<file path="config.mk">
export PLATFORM = sky130hd
export DESIGN_NAME = wishbone_shared_bus
export DESIGN_NICKNAME = d
export VERILOG_FILES = /design/src/rtl/wishbone_shared_bus.sv
export SDC_FILE = /design/constraint.sdc
export NUM_CORES = 1
export LEC_CHECK = 0
export CORE_AREA = 5 5 121 123
export DETAILED_ROUTE_END_ITERATION = 6
export DIE_AREA = 0 0 126 128
export SETUP_SLACK_MARGIN = 0.1
export SLEW_MARGIN = 20
export SYNTH_ARGS = -nofsm -noshare
export SYNTH_HDL_FRONTEND = slang
export SYNTH_SLANG_ARGS = --single-unit
</file>
<file path="constraint.sdc">
create_clock -name CLK_I -period 2.1 [get_ports CLK_I]
set_clock_uncertainty 0.05 [all_clocks]
set_input_delay 0.315 -clock CLK_I [delete_from_list [all_inputs] [get_ports CLK_I]]
set_output_delay 0.315 -clock CLK_I [all_outputs]
set_load 0.1 [all_outputs]
</file>
<file path="src/rtl/wishbone_shared_bus.sv">
// wishbone_shared_bus: Wishbone B4 classic shared-bus interconnect.
// NUM_MASTERS masters share one bus. Ownership is granted round-robin, and the
// owner's address selects one slave. The owner gets ACK from that slave, or ERR
// for an unmapped address or for a slave that stays silent for TIMEOUT cycles.
//
// Handshake: a beat is offered while CYC & STB are high. It completes in the
// cycle where ACK or ERR is high; ACK and ERR are never high together. The
// master holds its request fields stable until the beat completes. CYC held
// high keeps the grant across beats, which is how bursts and block cycles work.
module wishbone_shared_bus #(
  parameter int NUM_MASTERS = 2,
  parameter int NUM_SLAVES  = 4,
  parameter int DATA_WIDTH  = 32,
  parameter int ADR_WIDTH   = 8,
  parameter int SEL_WIDTH   = DATA_WIDTH / 8,
  parameter int TIMEOUT     = 16
) (
  input  logic                              CLK_I,
  input  logic                              RST_I,
  input  logic [NUM_MASTERS-1:0]            M_CYC_I,
  input  logic [NUM_MASTERS-1:0]            M_STB_I,
  input  logic [NUM_MASTERS-1:0]            M_WE_I,
  input  logic [NUM_MASTERS*ADR_WIDTH-1:0]  M_ADR_I,
  input  logic [NUM_MASTERS*DATA_WIDTH-1:0] M_DATA_I,
  input  logic [NUM_MASTERS*SEL_WIDTH-1:0]  M_SEL_I,
  output logic [DATA_WIDTH-1:0]             M_DATA_O,
  output logic [NUM_MASTERS-1:0]            M_ACK_O,
  output logic [NUM_MASTERS-1:0]            M_ERR_O,
  output logic [NUM_MASTERS-1:0]            M_GNT_O,
  output logic [NUM_SLAVES-1:0]             S_CYC_O,
  output logic [NUM_SLAVES-1:0]             S_STB_O,
  output logic                              S_WE_O,
  output logic [ADR_WIDTH-1:0]              S_ADR_O,
  output logic [DATA_WIDTH-1:0]             S_DATA_O,
  output logic [SEL_WIDTH-1:0]              S_SEL_O,
  input  logic [NUM_SLAVES*DATA_WIDTH-1:0]  S_DATA_I,
  input  logic [NUM_SLAVES-1:0]             S_ACK_I
);

  localparam int MIDX_W = (NUM_MASTERS > 1) ? $clog2(NUM_MASTERS) : 1;
  localparam int DEC_W  = (NUM_SLAVES > 1) ? $clog2(NUM_SLAVES) : 0;
  localparam int SIDX_W = (DEC_W > 0) ? DEC_W : 1;
  localparam int CNT_W  = $clog2(TIMEOUT);

  typedef enum logic {IDLE, OWNED} state_t;

  state_t              state, state_nxt;
  logic [MIDX_W-1:0]   gnt, gnt_nxt, last_gnt, last_gnt_nxt;
  logic [MIDX_W-1:0]   pick, pick_lo, pick_hi, mux_idx;
  logic                found_lo, found_hi, pick_valid;
  logic [CNT_W-1:0]    cnt;
  logic                owned, g_cyc, g_stb;
  logic [ADR_WIDTH-1:0] g_adr;
  logic [SIDX_W-1:0]   dec_idx, data_idx;
  logic                mapped, dec_err, to_err, ack_hit;

  assign owned   = (state == OWNED);
  // Outside OWNED the request fields fall back to master 0.
  assign mux_idx = owned ? gnt : '0;
  assign g_cyc   = owned & M_CYC_I[mux_idx];
  assign g_stb   = g_cyc & M_STB_I[mux_idx];
  assign g_adr   = M_ADR_I[int'(mux_idx)*ADR_WIDTH +: ADR_WIDTH];

  assign S_WE_O   = M_WE_I[mux_idx];
  assign S_ADR_O  = g_adr;
  assign S_DATA_O = M_DATA_I[int'(mux_idx)*DATA_WIDTH +: DATA_WIDTH];
  assign S_SEL_O  = M_SEL_I[int'(mux_idx)*SEL_WIDTH +: SEL_WIDTH];

  // Top address bits select the slave; a single slave needs no decode.
  generate
    if (DEC_W > 0) begin : g_dec
      assign dec_idx = g_adr[ADR_WIDTH-1 -: DEC_W];
    end else begin : g_no_dec
      assign dec_idx = '0;
    end
  endgenerate

  assign mapped   = (int'(dec_idx) < NUM_SLAVES);
  assign data_idx = mapped ? dec_idx : '0;
  assign dec_err  = g_stb & ~mapped;
  // The TIMEOUT-th unacked STB cycle reports ERR and swallows any late ACK.
  assign to_err   = g_stb & mapped & (cnt == CNT_W'(TIMEOUT - 1));
  assign ack_hit  = g_stb & mapped & ~to_err & S_ACK_I[data_idx];
  assign M_DATA_O = S_DATA_I[int'(data_idx)*DATA_WIDTH +: DATA_WIDTH];

  // Round-robin pick: first requester above last_gnt, else the lowest requester.
  always_comb begin
    pick_lo  = '0;
    pick_hi  = '0;
    found_lo = 1'b0;
    found_hi = 1'b0;
    for (int c = NUM_MASTERS - 1; c >= 0; c--) begin
      if (M_CYC_I[c]) begin
        found_lo = 1'b1;
        pick_lo  = MIDX_W'(c);
        if (c > int'(last_gnt)) begin
          found_hi = 1'b1;
          pick_hi  = MIDX_W'(c);
        end
      end
    end
    pick       = found_hi ? pick_hi : pick_lo;
    pick_valid = found_lo;
  end

  // Arbiter next state: grant from IDLE, hold while the owner keeps CYC.
  always_comb begin
    state_nxt    = state;
    gnt_nxt      = gnt;
    last_gnt_nxt = last_gnt;
    case (state)
      IDLE: begin
        if (pick_valid) begin
          state_nxt = OWNED;
          gnt_nxt   = pick;
        end
      end
      OWNED: begin
        if (!M_CYC_I[gnt]) begin
          state_nxt    = IDLE;
          last_gnt_nxt = gnt;
        end
      end
      default: state_nxt = IDLE;
    endcase
  end

  // Arbiter registers; reset makes master 0 the first winner.
  always_ff @(posedge CLK_I) begin
    if (!RST_I) begin
      state    <= IDLE;
      gnt      <= '0;
      last_gnt <= MIDX_W'(NUM_MASTERS - 1);
    end else begin
      state    <= state_nxt;
      gnt      <= gnt_nxt;
      last_gnt <= last_gnt_nxt;
    end
  end

  // Timeout counter: counts unanswered STB cycles of the owner.
  always_ff @(posedge CLK_I) begin
    if (!RST_I) begin
      cnt <= '0;
    end else if (!g_stb || ack_hit || dec_err || to_err) begin
      cnt <= '0;
    end else begin
      cnt <= cnt + 1'b1;
    end
  end

  // Routing of strobes and responses, all driven from the registered grant.
  always_comb begin
    S_CYC_O = '0;
    S_STB_O = '0;
    M_ACK_O = '0;
    M_ERR_O = '0;
    M_GNT_O = '0;
    if (owned) begin
      M_GNT_O[gnt] = 1'b1;
      if (mapped) begin
        S_CYC_O[data_idx] = g_cyc;
        S_STB_O[data_idx] = g_stb & ~to_err;
      end
      M_ACK_O[gnt] = ack_hit;
      M_ERR_O[gnt] = dec_err | to_err;
    end
  end

endmodule
</file>
# Word level (Yosys, flattened, before mapping)
# Cells that the tools add are included.
[totals] ff_bits=7
[op_classes] n_reduce_logical=8 shift=4 mux=29 n_addsub=1 n_bitwise=13 magnitude_cmp=6 n_eq_ne=1
[op_table] operator="$shiftx 128x8->32" count=1
[op_table] operator="$shiftx 64x7->32" count=1
[op_table] operator="$mux 1" count=20
[op_table] operator="$shiftx 16x5->8" count=1
[op_table] operator="$and 4x4->4" count=2
[op_table] operator="$mux 4" count=2
[op_table] operator="$shiftx 8x4->4" count=1
[op_table] operator="$mux 2" count=3
[op_table] operator="$and 1x1->1" count=5
[op_table] operator="$add 4x1->4 const B" count=1
[op_table] operator="$and 2x2->2" count=2
[op_table] operator="$eq 4x4->1 const B" count=1
[op_table] operator="$lt 1x2->1 const B" count=2
[op_table] operator="$not 1->1" count=4
[op_table] operator="$reduce_and 2->1" count=2
[op_table] operator="$lt 2x3->1 const B" count=1
[op_table] operator="$bmux 1 s2" count=1
[op_table] operator="$demux 1 s2" count=1
[op_table] operator="$ge 2x1->1 const B" count=1
[op_table] operator="$logic_and 1x1->1" count=2
[op_table] operator="$logic_or 1x1->1" count=2
[op_table] operator="$pmux 1 s2" count=1
[op_table] operator="$reduce_or 2->1" count=1
[op_table] operator="$demux 1 s1" count=1
[op_table] operator="other kinds (3)" count=3

# Depth between registers and ports, before layout
[depth] word_depth=12 depth_mapped=7 ltp_nobuf=5

# Worst setup path before layout
# No wires, ideal clock.
[synth_timing] path_type="flip-flop to output port" from="reg state, in the netlist owned" to="out S_CYC_O[0]" required_ns=1.735 arrival_time_ns=3.350 path_slack_ns=-1.615 stages_incl_launch_ff=7 cell_sequence="dfxtp_1 > and3_1 > nor2_1 > inv_2 > buf_6 > buf_6 > nor3_1"
[synth_between] elab_chain_len=8 word_cells_on_any_way=12
[synth_lines] element="start, declared" line_no="47" source="state_t state, state_nxt;"
[synth_lines] element="start signal, assigned" line_no="135" source="state <= state_nxt;"
[synth_lines] element="$mux 1 *" line_no="59" source="assign mux_idx = owned ? gnt : '0;"
[synth_lines] element="$shiftx 16x5->8 *" line_no="62" source="assign g_adr = M_ADR_I[int'(mux_idx)*ADR_WIDTH +: ADR_WIDTH];"
[synth_lines] element="named net S_ADR_O[7]" line_no="33" source="output logic [ADR_WIDTH-1:0] S_ADR_O,"
[synth_lines] element="$lt 2x3->1 (not written as such) or $ge 2x1->1 (tied branches)" line_no="162" source="S_CYC_O[data_idx] = g_cyc;"
[synth_lines] element="$logic_and 1x1->1 (not written as such)" line_no="162"
[synth_lines] element="$mux 1 (not written as such)" line_no="162"
[synth_lines] element="$demux 1 s2 *" line_no="162"
[synth_lines] element="$and 4x4->4 (no line) *"
[synth_lines] element="$mux 4 *" line_no="159" source="if (owned) begin"
[synth_lines] element="end, declared" line_no="30" source="output logic [NUM_SLAVES-1:0] S_CYC_O,"
# The timed path passes the listed nets; every way through them passes the cells marked *. The select of a mux whose other input is x is not followed.

# Worst setup path after layout
[layout_timing] from="reg gnt" to="out M_ACK_O[1]"
[layout_between] elab_chain_len=11 word_cells_on_any_way=21
[layout_lines] element="start, declared" line_no="48" source="logic [MIDX_W-1:0] gnt, gnt_nxt, last_gnt, last_gnt_nxt;"
[layout_lines] element="start signal, assigned" line_no="136" source="gnt <= gnt_nxt;"
[layout_lines] element="branches (longest 9 deep; another with $shiftx 16x5->8)"
[layout_lines] element="$and 2x2->2 (no line) *"
[layout_lines] element="$mux 2 *" line_no="159"
[layout_lines] element="end, declared" line_no="27" source="output logic [NUM_MASTERS-1:0] M_ACK_O,"
# Mark *: on every way between the ends. The select of a mux whose other input is x is not followed.

==> metrics.yaml <==
outcome: "complete, but fails checks"
violations: "negative setup slack"
yosysMostFrequentCell: "mux2i_1"
critPathArrivalTime_ns: 2.03
nNetsFinal: 840
seqCellArea_um2: 145
path_delay_family: "compound AO/OA/AOI/OAI gates"
vias: 3435
yosysSeqAreaShare_pct: 6.71
syn-num-nets: 455
cts_tree: "built"
grt_pass1_wl_um: 24700
cp_cell_sequence: "buf_12 > and3_4 > buf_6 > buf_6 > o21a_1 > o32a_4 > and3_4 > buf_12"
routed_wl_um: 16700
critical_path_class: "reg -> out"
wl_per_cell_um: 21.1
synth-edff-count: 0
startpoint_type: "flip-flop"
cts-htree-levels: 1
yosysUniqueCellTypes: 34
fin_ws_ns: -0.291
worst_pin_slew_ns: 0.283
antenna_found_initial: 0
yosysTopAreaCell: "mux2i_1"
ys_warn_count: 0
synthesis.area_mm2: 0.00209
drc: 0
cts_made_buffers: 3
drt_iter0_drc: 66
slew_headroom_pct: 80.6
endpoint_kind: "output pin"
grt_setup_unrepaired: "true"
n_antenna_cell: 0
clk_pin_slew_ns: 0.04
clock-sinks: 7
overflow: 0
fin_crit_ns: 2.39
die_w_um: 126
root_buffer: "clkbuf_16"
hpwl_um: 13300
areaGrowthSynthToFinish_pct: 303
ys_ff_latch: 7
core.rowCount: 43
grt_pass1_vias: 4086
grt_max_degree: 17
setup_viol: 72
routed_via_density: 4.35
synth_common_cells: "mux2i_1, mux2_2, nor3_1"
rrSetupSlack_ns: 0.16
core_mm2: 0.0136
fill_cells: 1079
die_area_mm2: 0.0161
first_pass_iters: 4
multi_input_area_mm2: 0.00275
initial_utilization_pct: 15.4
synth_area_leaders: "mux2i_1, mux2_2, dfxtp_1"
portBuffers: 318
syn_area_per_cell_um2: 9.24
die_h_um: 128
worst-path-buf-inv: 4
syn_inst: 226
final-max-slew-violation-count: 0
antenna_left: 0
hp-class: "reg -> reg"
slowest_stage: "o32a_4"
grt_usage_pct: 20.0
yosysTopAreaCellShare_pct: 46.0
critPathMaxFanout: 5
place_ws_ns: -0.446
finalHoldViolations: 0
tns_ns: -8.88
drive_above_1_share_pct: 51.1
ys.flop_type: "dfxtp_1"
p_per_area_mw_per_mm2: 444
synthArstFlopShare_pct: 0
cap_violations: 0
static-leakage-power_uw: 0.00352
fmax_ghz: 0.418
cp_slowest_stage_delay_ns: 0.40
ir_drop_mv: 0.263
ctsLongestPathBuffers: 2
clk_latency_ns: 0.23
cp.required_ns: 1.74
io_pins: 319
fin_crit_sh_pct: 114
place_congestion: 0.974
-- final timing paths --
check | depth (start not counted) | start | end
setup / recovery | 8 | gnt | M_ACK_O[1]
hold / removal | 1 | cnt[0] | cnt[0]
setup reg to reg | 8 | gnt | cnt[0]
hold reg to reg | 1 | cnt[0] | cnt[0]
-- routing by layer --
| layer | wire, um | GRT usage (%) | vias up |
|---|---|---|---|
| li1 | - | - | 1632 |
| met1 | 5380 | 19.0 | 1586 |
| met2 | 9330 | 40.3 | 205 |
| met3 | 1640 | 7.21 | 12 |
| met4 | 346 | 4.92 | 0 |
| met5 | 0 | 0 | - |
-- timing repair --
action                                  4_1_cts  5_1_grt
pin swaps                                    15        6
gates cloned                                 10        1
buffers inserted                             23        0
resized for setup                           127       14
hold buffers                                  0        0
endpoints found under the setup margin       90       90
-- through the flow --
stage / utilization [%] / instances / total power [uW] / instance area [um2] / hold WS [ns]
2_1_floorplan: - / 226 / 1840 / 2700 / 0.341
3_5_place_dp: 53.7 / 753 / 3120 / 7280 / 0.417
6_report: 62.0 / 790 / 3730 / 8410 / 0.452
5_1_grt: 62.0 / 790 / 3850 / 8410 / 0.487
3_3_place_gp: 53.7 / 753 / 3100 / 7280 / 0.409
4_1_cts: 61.6 / 790 / 3740 / 8350 / 0.428
-- power by group --
part           total [uW]  leakage [uW]  internal (uW)  switching, uW
registers             148     0.0000581            140           8.42
clock network         324     0.0000382            253           71.9
logic                3260       0.00343           1530           1730
-- sequential cells by signal, indices dropped and copies added, names as in the netlist --
signal,flops
last_gnt,1
cnt,4
gnt,1
owned,1
-- layout by cell type, fill, tap and decap left out, drive strengths merged --
cell,n
clkdlybuf4s50,223
buf,168
mux2i,96
mux2,43
nor3,9
nand2,8
dfxtp,7
nor2,7
clkbuf,5
inv,5
and3,4
nand3,4
o21ai,4
a21boi,4
nand4,3
a21oi,3
dlygate4sd2,3
nor3b,2
o21a,1
clkinvlp,1
o221ai,1
o32a,1
nand2b,1
nand4b,1
a211o,1
xnor2,1
nor4b,1
xor2,1
ha,1
dlymetal6s2s,1
-- final cells by class --
class                   count  share of cell area (%)
well taps                 180                    2.68
inverters                   6                   0.461
multi-input cells         197                    32.7
flip-flops and latches      7                    1.73
clock buffers               4                   0.937
repair buffers            396                    61.5
-- worst reg2reg max path: stages (launching register included) --
cell	delay, ns
dfxtp_2	0.32
buf_12	0.12
and3_4	0.19
buf_6	0.12
buf_6	0.11
o21a_1	0.17
o32a_4	0.40
buf_6	0.14
nor4b_4	0.23
-- kinds of logic (layout without fill, tap and decap cells) --
| family | count (synthesis) | count (layout) | synth area share [%] |
|---|---|---|---|
| muxes | 139 | 139 | 69.2 |
| and+or+nand+nor | 40 | 40 | 11.2 |
| buffers and inverters | 22 | 406 | 6.05 |
| AOI/OAI and AO/OA | 15 | 15 | 5.39 |
| DFF | 7 | 7 | 6.71 |
| xor gates and xnor gates | 2 | 2 | 0.839 |
| adders and majority gates | 1 | 1 | 0.599 |
No activity file was read; power rests on OpenSTA's default activity.
